==> src/rtl/stopwatch_core.sv <==
`default_nettype none
// ============================================================================
// Module      : stopwatch_core
// Description : Stopwatch timing engine. Counts elapsed 10 ns ticks under
//               start/stop, lap and clear pulses and drives the value and
//               decimal-point mask for the seven-segment display driver.
// Options     : STOPWATCH_LAP_EN - compiles in the lap register and LAP state.
//               When undefined, the lap input is ignored, lap_active is 0 and
//               display_time always follows elapsed.
// Revision    : 1.0 - initial release
// ============================================================================
module stopwatch_core #(
    parameter logic [38:0] MAX_COUNT    = 39'h7F_FFFF_FFFF,
    parameter int unsigned BLINK_CYCLES = 50_000_000,
    parameter logic [7:0]  DP_PATTERN   = 8'b0010_1000
) (
    input  logic        clock,
    input  logic        reset,
    input  logic        start_stop,
    input  logic        lap,
    input  logic        clear,
    output logic [38:0] display_time,
    output logic [38:0] elapsed,
    output logic [7:0]  dec_points,
    output logic        running,
    output logic        lap_active,
    output logic        overflow
);

    // Blink counter only has to reach BLINK_CYCLES-1; keep at least one bit.
    localparam int unsigned          C_BLINK_W    = (BLINK_CYCLES > 1) ? $clog2(BLINK_CYCLES) : 1;
    localparam logic [C_BLINK_W-1:0] C_BLINK_LAST = C_BLINK_W'(BLINK_CYCLES - 1);

    typedef enum logic [1:0] {
        ST_IDLE    = 2'd0,
        ST_RUNNING = 2'd1,
        ST_LAP     = 2'd2,
        ST_STOPPED = 2'd3
    } state_t;

    state_t               state_q, state_d;
    logic [38:0]          elapsed_q, elapsed_d;
    logic                 overflow_q, overflow_d;
    logic [C_BLINK_W-1:0] blink_cnt_q, blink_cnt_d;
    logic                 blink_on_q, blink_on_d;
    logic                 count_en;

`ifdef STOPWATCH_LAP_EN
    logic [38:0]          lap_q, lap_d;
`else
    // The lap pulse has no function in this build; the port is kept so the
    // pin-out does not depend on the configuration.
    logic                 unused_lap;
    assign unused_lap = lap;
`endif

    // Next-state decode; clear beats start_stop beats lap in the same cycle.
    always_comb begin
        state_d = state_q;
        case (state_q)
            ST_IDLE: begin
                if (!clear && start_stop) begin
                    state_d = ST_RUNNING;
                end
            end
            ST_RUNNING: begin
                if (clear) begin
                    state_d = ST_IDLE;
                end else if (start_stop) begin
                    state_d = ST_STOPPED;
                end
`ifdef STOPWATCH_LAP_EN
                else if (lap) begin
                    state_d = ST_LAP;
                end
`endif
            end
            ST_LAP: begin
`ifdef STOPWATCH_LAP_EN
                if (clear) begin
                    state_d = ST_IDLE;
                end else if (start_stop) begin
                    state_d = ST_STOPPED;
                end else if (lap) begin
                    state_d = ST_RUNNING;
                end
`else
                // Unreachable without the lap feature; recover to IDLE.
                state_d = ST_IDLE;
`endif
            end
            ST_STOPPED: begin
                if (clear) begin
                    state_d = ST_IDLE;
                end else if (start_stop) begin
                    state_d = ST_RUNNING;
                end
            end
            default: begin
                state_d = ST_IDLE;
            end
        endcase
    end

    // Elapsed counter with saturation and sticky overflow flag.
    always_comb begin
        count_en   = ((state_q == ST_RUNNING) || (state_q == ST_LAP)) &&
                     !clear && !start_stop && (elapsed_q < MAX_COUNT);
        elapsed_d  = elapsed_q;
        overflow_d = overflow_q;
        if (clear) begin
            elapsed_d  = 39'd0;
            overflow_d = 1'b0;
        end else begin
            if (count_en) begin
                elapsed_d = elapsed_q + 39'd1;
            end
            // Flag is raised on the edge the counter arrives at the limit.
            if (elapsed_d == MAX_COUNT) begin
                overflow_d = 1'b1;
            end
        end
    end

`ifdef STOPWATCH_LAP_EN
    // Lap register captures the pre-edge count when a lap is taken from RUNNING.
    always_comb begin
        lap_d = lap_q;
        if (clear) begin
            lap_d = 39'd0;
        end else if ((state_q == ST_RUNNING) && !start_stop && lap) begin
            lap_d = elapsed_q;
        end
    end
`endif

    // Blink timer: restarts lit on every STOPPED entry, toggles every BLINK_CYCLES.
    always_comb begin
        blink_cnt_d = '0;
        blink_on_d  = 1'b1;
        if ((state_q == ST_STOPPED) && (state_d == ST_STOPPED)) begin
            if (blink_cnt_q == C_BLINK_LAST) begin
                blink_cnt_d = '0;
                blink_on_d  = ~blink_on_q;
            end else begin
                blink_cnt_d = blink_cnt_q + 1'b1;
                blink_on_d  = blink_on_q;
            end
        end
    end

    // State and datapath registers with synchronous reset.
    always_ff @(posedge clock) begin
        if (reset) begin
            state_q     <= ST_IDLE;
            elapsed_q   <= 39'd0;
            overflow_q  <= 1'b0;
            blink_cnt_q <= '0;
            blink_on_q  <= 1'b1;
        end else begin
            state_q     <= state_d;
            elapsed_q   <= elapsed_d;
            overflow_q  <= overflow_d;
            blink_cnt_q <= blink_cnt_d;
            blink_on_q  <= blink_on_d;
        end
    end

`ifdef STOPWATCH_LAP_EN
    // Lap register storage.
    always_ff @(posedge clock) begin
        if (reset) begin
            lap_q <= 39'd0;
        end else begin
            lap_q <= lap_d;
        end
    end
`endif

    // Decimal points: steady while counting, blinking while stopped, dark in IDLE.
    always_comb begin
        dec_points = 8'h00;
        case (state_q)
            ST_RUNNING, ST_LAP: dec_points = DP_PATTERN;
            ST_STOPPED:         dec_points = blink_on_q ? DP_PATTERN : 8'h00;
            default:            dec_points = 8'h00;
        endcase
    end

    assign elapsed  = elapsed_q;
    assign overflow = overflow_q;
    assign running  = (state_q == ST_RUNNING) || (state_q == ST_LAP);

`ifdef STOPWATCH_LAP_EN
    assign lap_active   = (state_q == ST_LAP);
    assign display_time = (state_q == ST_LAP) ? lap_q : elapsed_q;
`else
    assign lap_active   = 1'b0;
    assign display_time = elapsed_q;
`endif

endmodule
`default_nettype wire

==> config.mk <==
export PLATFORM = sky130hd
export DESIGN_NAME = stopwatch_core
export DESIGN_NICKNAME = d
export VERILOG_FILES = /design/src/rtl/stopwatch_core.sv
export SDC_FILE = /design/constraint.sdc
export NUM_CORES = 1
export LEC_CHECK = 0
export CAP_MARGIN = 20
export CORE_ASPECT_RATIO = 1.25
export CORE_MARGIN = 10
export CORE_UTILIZATION = 64
export DETAILED_ROUTE_END_ITERATION = 10
export DONT_BUFFER_PORTS = 1
export GPL_ROUTABILITY_DRIVEN = 0
export HOLD_SLACK_MARGIN = 0.05
export PLACE_DENSITY = 0.8
export RECOVER_POWER = 50
export SLEW_MARGIN = 0
export SYNTH_ARGS = -nofsm -noshare
export SYNTH_HDL_FRONTEND = slang
export SYNTH_SLANG_ARGS = --single-unit
==> constraint.sdc <==
create_clock -name clock -period 3.5 [get_ports clock]
set_input_delay 0.7 -clock clock [delete_from_list [all_inputs] [get_ports clock]]
set_output_delay 0.7 -clock clock [all_outputs]
set_load 0.01 [all_outputs]
==> impl_metrics.json, run 1 <==
{
  "fmax_mhz": 298,
  "cts_setup_buffers": 0,
  "place_area_um2": 4060,
  "cts_tree": "built",
  "final_area_um2": 4190,
  "post-route-drc-count": 0,
  "r2r-end": "overflow",
  "path_class": "flip-flop to flip-flop",
  "cts_max_path_buffers": 2,
  "timing.rr.start": "state_q[0]",
  "min_period_ps": 3360,
  "power_density_nw_per_um2": 385,
  "grt_pass1_vias": 3368,
  "antenna_found_initial": 0,
  "cts_buffers": 9,
  "finalCritPeriodShare_pct": 96.0,
  "slew_headroom_pct": 43.7,
  "drt-met1-wl_um": 3640,
  "status": "complete, no violations",
  "critPathMaxFanout": 6,
  "die_area_um2": 9790,
  "wire_per_inst_um": 16.8,
  "syn_inst": 484,
  "area_growth_pct": 5.38,
  "hold_buffers": 0,
  "leakage_nw": 1.37,
  "p_total_mw": 1.61,
  "root_buffer": "clkbuf_8",
  "ys.flop_type": "dfxtp_1",
  "core-area_um2": 6130,
  "clock-sinks": 69,
  "yosysSeqAreaShare_pct": 34.7,
  "tns_ps": 0,
  "hp-class": "primary input to flip-flop",
  "floorplan.initialDensity_pct": 65.0,
  "irDropWorstVdd_uv": 298,
  "holdWs_ps": 407,
  "nNetsFinal": 499,
  "synth_edf_count": 0,
  "cts_resized": 0,
  "crit_required_ps": 3770,
  "fillers": 521,
  "antenna_left": 0,
  "cap_violations": 0,
  "firstDrtPassIters": 4,
  "clk_pin_slew_ps": 80,
  "end_kind": "flip-flop",
  "antennaDiodeCount": 0,
  "rsz0062_at_grt": "false",
  "die_h_um": 108,
  "path_buf_inv": 2,
  "netlist_area_um2": 3980,
  "async_flop_share_pct": 0,
  "wl_met2_um": 5310,
  "vias": 3414,
  "grt_first_pass_wirelength_um": 15700,
  "timing.reg2reg.setup_slack_ps": 140,
  "worstSetupStartpointType": "flip-flop",
  "clock_latency_ps": 350,
  "io_buffers": 0,
  "crit_family": "simple AND/OR/NAND/NOR gates",
  "hold_depth": 1,
  "reg2regPathDepth": 11,
  "yosysWarnings": 0,
  "setup_violations": 0,
  "via_per_inst": 5.90,
  "hpwlAfterDp_um": 7330,
  "h-tree-depth": 3,
  "slowest_delay_ps": 560,
  "overflow": 0,
  "drt-total-wl_um": 9730,
  "dr_wl_met3_um": 489,
  "cp.arrival_ps": 3630,
  "io_pins": 94,
  "drt-initial-drc-count": 168,
  "drive_gt1_share_pct": 9.92,
  "slowest_stage": "or4_1",
  "yosysUniqueCellTypes": 50,
  "final_hold_viol_count": 0,
  "top_layer": "met4",
  "dp_slack_ps": 178,
  "min_from": "reset",
  "min_to": "state_q[1]",
  "finClkSkew_ps": 5.47,
  "track_usage_pct": 19.3,
  "crit_chain": "inv_1, ha_1, nor3b_4, buf_4, nand4_4, or2_4, or3_4, nor4_4, xnor2_1, or4_1, o31ai_2",
  "fin_ws_ps": 141,
  "rows": 32,
  "die-width_um": 90.5,
  "syn_avg_cell_area_um2": 8.22,
  "grt_max_degree": 38,
  "drv_slew": 0,
  "ys_seq_elements": 69,
  "tightest_slew_ps": 823
}
-- cell type report --
type / count / area, µm² / share of cell area [%]
sequential: 69 / 1380 / 32.9
clock buffer: 10 / 138 / 3.28
multi-input combinational: 353 / 2190 / 52.2
inverter: 8 / 30.0 / 0.716
timing repair buffer: 48 / 240 / 5.73
clock inverter: 6 / 110 / 2.63
tap: 85 / 106 / 2.54
-- worst register-to-register path: cells and delay by family (launching register included) --
family	cells	cell delay, ps
compound gates	1	210
fa+ha+maj	1	390
buf+inv	2	270
simple gates	6	1880
flops	1	400
xor+xnor	1	130
-- layer usage --
layer,vias up,track usage [%]
li1,1639,-
met1,1650,18.2
met2,98,36.7
met3,27,5.76
met4,0,10.7
met5,-,0
-- where the power goes --
part	internal [mW]	switching, mW
sequential	0.785	0.00112
combinational	0.00648	0.0197
clock	0.491	0.311
-- metrics by stage --
step | std cells | utilization, %
after global placement | 563 | 66.2
after global routing | 579 | 68.5
after floorplan | 490 | -
after detailed placement | 563 | 66.2
after CTS | 579 | 70.3
final | 579 | 68.5
-- worst max-delay path by stage --
stage / start / end / slack [ps] / cells after the start
after global placement: state_q[0] / overflow / 250 / 10
after floorplan: display_time[26] / overflow / 180 / 9
final: state_q[0] / overflow / 140 / 11
after global routing: state_q[0] / overflow / 0.7 / 10
after CTS: state_q[0] / overflow / 140 / 10
after detailed placement: state_q[0] / overflow / 180 / 10
-- flip-flops by register name, summed over array words and instances (netlist names) --
name	cells
display_time	39
state_q	2
blink_cnt_q	26
overflow	1
blink_on_q	1
-- cells in the final DEF, fill, tap and decap left out, types with 6 or more instances in the layout --
cell type,Yosys,routed
a21oi_1,6,6
and3_1,15,15
and4_1,9,9
buf_4,49,16
clkbuf_1,9,32
clkbuf_8,0,10
conb_1,1,7
dfxtp_1,69,69
inv_1,8,8
nand2_1,39,38
nand3_1,23,23
nand4_1,22,22
nor2_1,85,85
nor3_1,10,10
o21ai_0,7,7
or4_1,7,7
xnor2_1,28,28
xor2_1,30,30
-- synthesized netlist by cell type (3+ instances only) --
| master | instances | area (µm²) |
|---|---|---|
| or4_1 | 7 | 52.6 |
| buf_4 | 49 | 368 |
| nor2_1 | 85 | 319 |
| and2_1 | 5 | 31.3 |
| nor4b_1 | 5 | 43.8 |
| nor3_1 | 10 | 50.1 |
| nand2_1 | 39 | 146 |
| inv_1 | 8 | 30.0 |
| clkbuf_1 | 9 | 33.8 |
| and3_1 | 15 | 93.8 |
| nor4_1 | 5 | 31.3 |
| nand4_1 | 22 | 138 |
| dfxtp_1 | 69 | 1380 |
| a21oi_1 | 6 | 30.0 |
| a31oi_1 | 3 | 18.8 |
| o21ai_0 | 7 | 35.0 |
| and4_1 | 9 | 78.8 |
| xor2_1 | 30 | 263 |
| nand3_1 | 23 | 115 |
| nor2b_1 | 3 | 18.8 |
| nand4b_1 | 3 | 26.3 |
| or2_2 | 4 | 25.0 |
| ha_1 | 5 | 62.6 |
| xnor2_1 | 28 | 245 |
| or3_1 | 5 | 31.3 |
-- logic make-up after synthesis --
family / Yosys count / share of synthesized area, %
compound gates: 28 / 4.75
simple gates: 255 / 35.0
buf+inv: 68 / 11.1
xor+xnor: 58 / 12.8
fa+ha+maj: 5 / 1.57
other cells: 1 / 0.0942
flops: 69 / 34.7
(Power assumes the default switching activity.)
==> run 2, diff against run 1 <==
CELL_PAD_IN_SITES_DETAIL_PLACEMENT = 0   (was not set)
CELL_PAD_IN_SITES_GLOBAL_PLACEMENT = 1   (was not set)
CORE_UTILIZATION = 47   (was 64)
PLACE_DENSITY = not set   (was 0.8)
PLACE_DENSITY_LB_ADDON = 0.1   (was not set)
==> run 2 against run 1 <==
  * Count of clock-buffer cells in the layout is 1 lower
  * Critical path depth is 3 lower
  * Die area is 28% higher
  * Total power is 5.5% lower
  * Via count is 2.5% lower
  * Core utilization is 18 points lower
  * Register-to-register slack better by 130 ps
  * Sequential share of layout area hardly changed
  * Critical path type unchanged
==> impl_metrics.json, run 2 (same netlist as run 1, synthesis figures left out) <==
{
  "clock_latency_ps": 360,
  "p_clk_share_pct": 46.7,
  "status": "complete, no violations",
  "cp.arrival_ps": 3500,
  "tightest_slew_ps": 756,
  "final_cell_mix": "nor2_1, dfxtp_1, nand2_1, clkbuf_1, xor2_1",
  "crit_required_ps": 3770,
  "cap_violations": 0,
  "setup_violations": 0,
  "track_usage_pct": 16.9,
  "min_from": "reset",
  "grt_util_met2_pct": 29.8,
  "combinationalPowerShare_pct": 1.8,
  "nNetsFinal": 503,
  "grt.met1_usage_pct": 17.8,
  "die_area_um2": 12600,
  "finClkSkew_ps": 7.06,
  "cts_buffers": 9,
  "rsz0062_at_grt": "false",
  "grt_busiest_layer": "met2",
  "antenna_found_initial": 0,
  "drive_gt1_share_pct": 9.84,
  "timing.reg2reg.setup_slack_ps": 270,
  "tns_ps": 0,
  "grt_pass1_vias": 3375,
  "finalCritPeriodShare_pct": 92.3,
  "hold_depth": 1,
  "post-route-drc-count": 0,
  "drt-total-wl_um": 10200,
  "overflow": 0,
  "vias": 3327,
  "clk_pin_slew_ps": 80,
  "grt_first_pass_wirelength_um": 16900,
  "clock-sinks": 69,
  "largest_reg_flops": 39,
  "rows": 37,
  "die_h_um": 123,
  "slew_headroom_pct": 48.3,
  "switchingPower_mw": 0.336,
  "fmax_mhz": 310,
  "internal-power_mw": 1.19,
  "final_hold_viol_count": 0,
  "leakage_nw": 1.36,
  "critPathMaxFanout": 7,
  "core-area_um2": 8240,
  "drv_slew": 0,
  "drt-initial-drc-count": 131,
  "pwr-share-seq_pct": 51.5,
  "power_density_nw_per_um2": 364,
  "io_buffers": 0,
  "wire_per_inst_um": 17.1,
  "die-width_um": 102,
  "min_period_ps": 3230,
  "irDropWorstVdd_uv": 252,
  "floorplan.initialDensity_pct": 48.3,
  "holdWs_ps": 406,
  "hpwlAfterDp_um": 7850,
  "worstSetupStartpointType": "flip-flop",
  "met3_usage_pct": 4.72,
  "io_pins": 94,
  "h-tree-depth": 3,
  "antenna_left": 0,
  "min_to": "state_q[1]",
  "end_kind": "flip-flop",
  "timing.rr.start": "display_time[2]",
  "grt_max_degree": 38,
  "area_growth_pct": 5.31,
  "cts_tree": "built",
  "r2r-end": "overflow",
  "firstDrtPassIters": 4,
  "reg2regPathDepth": 8,
  "p_sw_share_pct": 22.0,
  "root_buffer": "clkbuf_8",
  "path_class": "flip-flop to flip-flop",
  "hp-class": "primary input to flip-flop",
  "antennaDiodeCount": 0,
  "cts_max_path_buffers": 2,
  "via_per_inst": 5.59,
  "layout_commonest_cell": "nor2_1"
}
run 2: power by group through the flow:
stage	combinational, mW	clock [mW]	sequential, mW
CTS	0.0272	0.728	0.786
global route	0.0303	0.763	0.786
detailed placement	0.0271	0	0.805
floorplan	0.0266	0	0.805
global placement	0.0269	0	0.805
finish	0.0275	0.712	0.787
run 2: routing by layer:
metal	part of all wire (%)	vias up	wire, µm
li1	-	1663	-
met4	3.0	0	305
met5	0	-	0
met1	39	1564	4010
met3	5.4	23	550
met2	52	77	5330
run 2: repair_timing:
| item | CTS | global route |
|---|---|---|
| gates resized for setup | 0 | 2 |
| hold buffers | 0 | 0 |
| setup endpoints to repair | 0 | 1 |
| setup buffers | 0 | 1 |
run 2: worst max path at each step:
stage	cells past startpoint	slack, ps	from	to
finish	8	270	display_time[2]	overflow
floorplan	9	180	display_time[26]	overflow
global route	8	40	display_time[2]	overflow
global placement	12	200	state_q[0]	overflow
detailed placement	12	160	state_q[0]	overflow
CTS	12	130	state_q[0]	overflow
run 2: critical path, stage by stage (launching register included):
cell and delay, ps:
dfxtp_1 330, clkbuf_1 410, and4_1 420, nand4_1 260, nor4_2 400, xnor2_1 130, or4_1 560, or4_1 430
o31ai_2 210
run 2: layout make-up:
class	instances	area [µm²]
Multi-Input combinational cell	353	2190
Clock buffer	9	124
Tap cell	97	121
Sequential cell	69	1380
Clock inverter	7	90.1
Timing Repair Buffer	52	259
Inverter	8	30.0
Fill cell	862	4050
run 2: metrics by stage:
step | area (µm²) | instances | setup WS (ps) | utilization (%) | total power [mW]
2_1_floorplan | 4000 | 490 | 176 | - | 0.831
3_3_place_gp | 4100 | 578 | 196 | 49.7 | 0.832
3_5_place_dp | 4100 | 578 | 160 | 49.7 | 0.832
4_1_cts | 4310 | 594 | 125 | 52.3 | 1.54
5_1_grt | 4190 | 595 | 36.7 | 50.9 | 1.58
6_report | 4190 | 595 | 270 | 50.9 | 1.53
==> run 3, diff against run 2 <==
CTS_CLUSTER_DIAMETER = 30   (was not set)
==> results of run 3 <==
The final DEF is identical to that of run 2; final timing and power are the same.
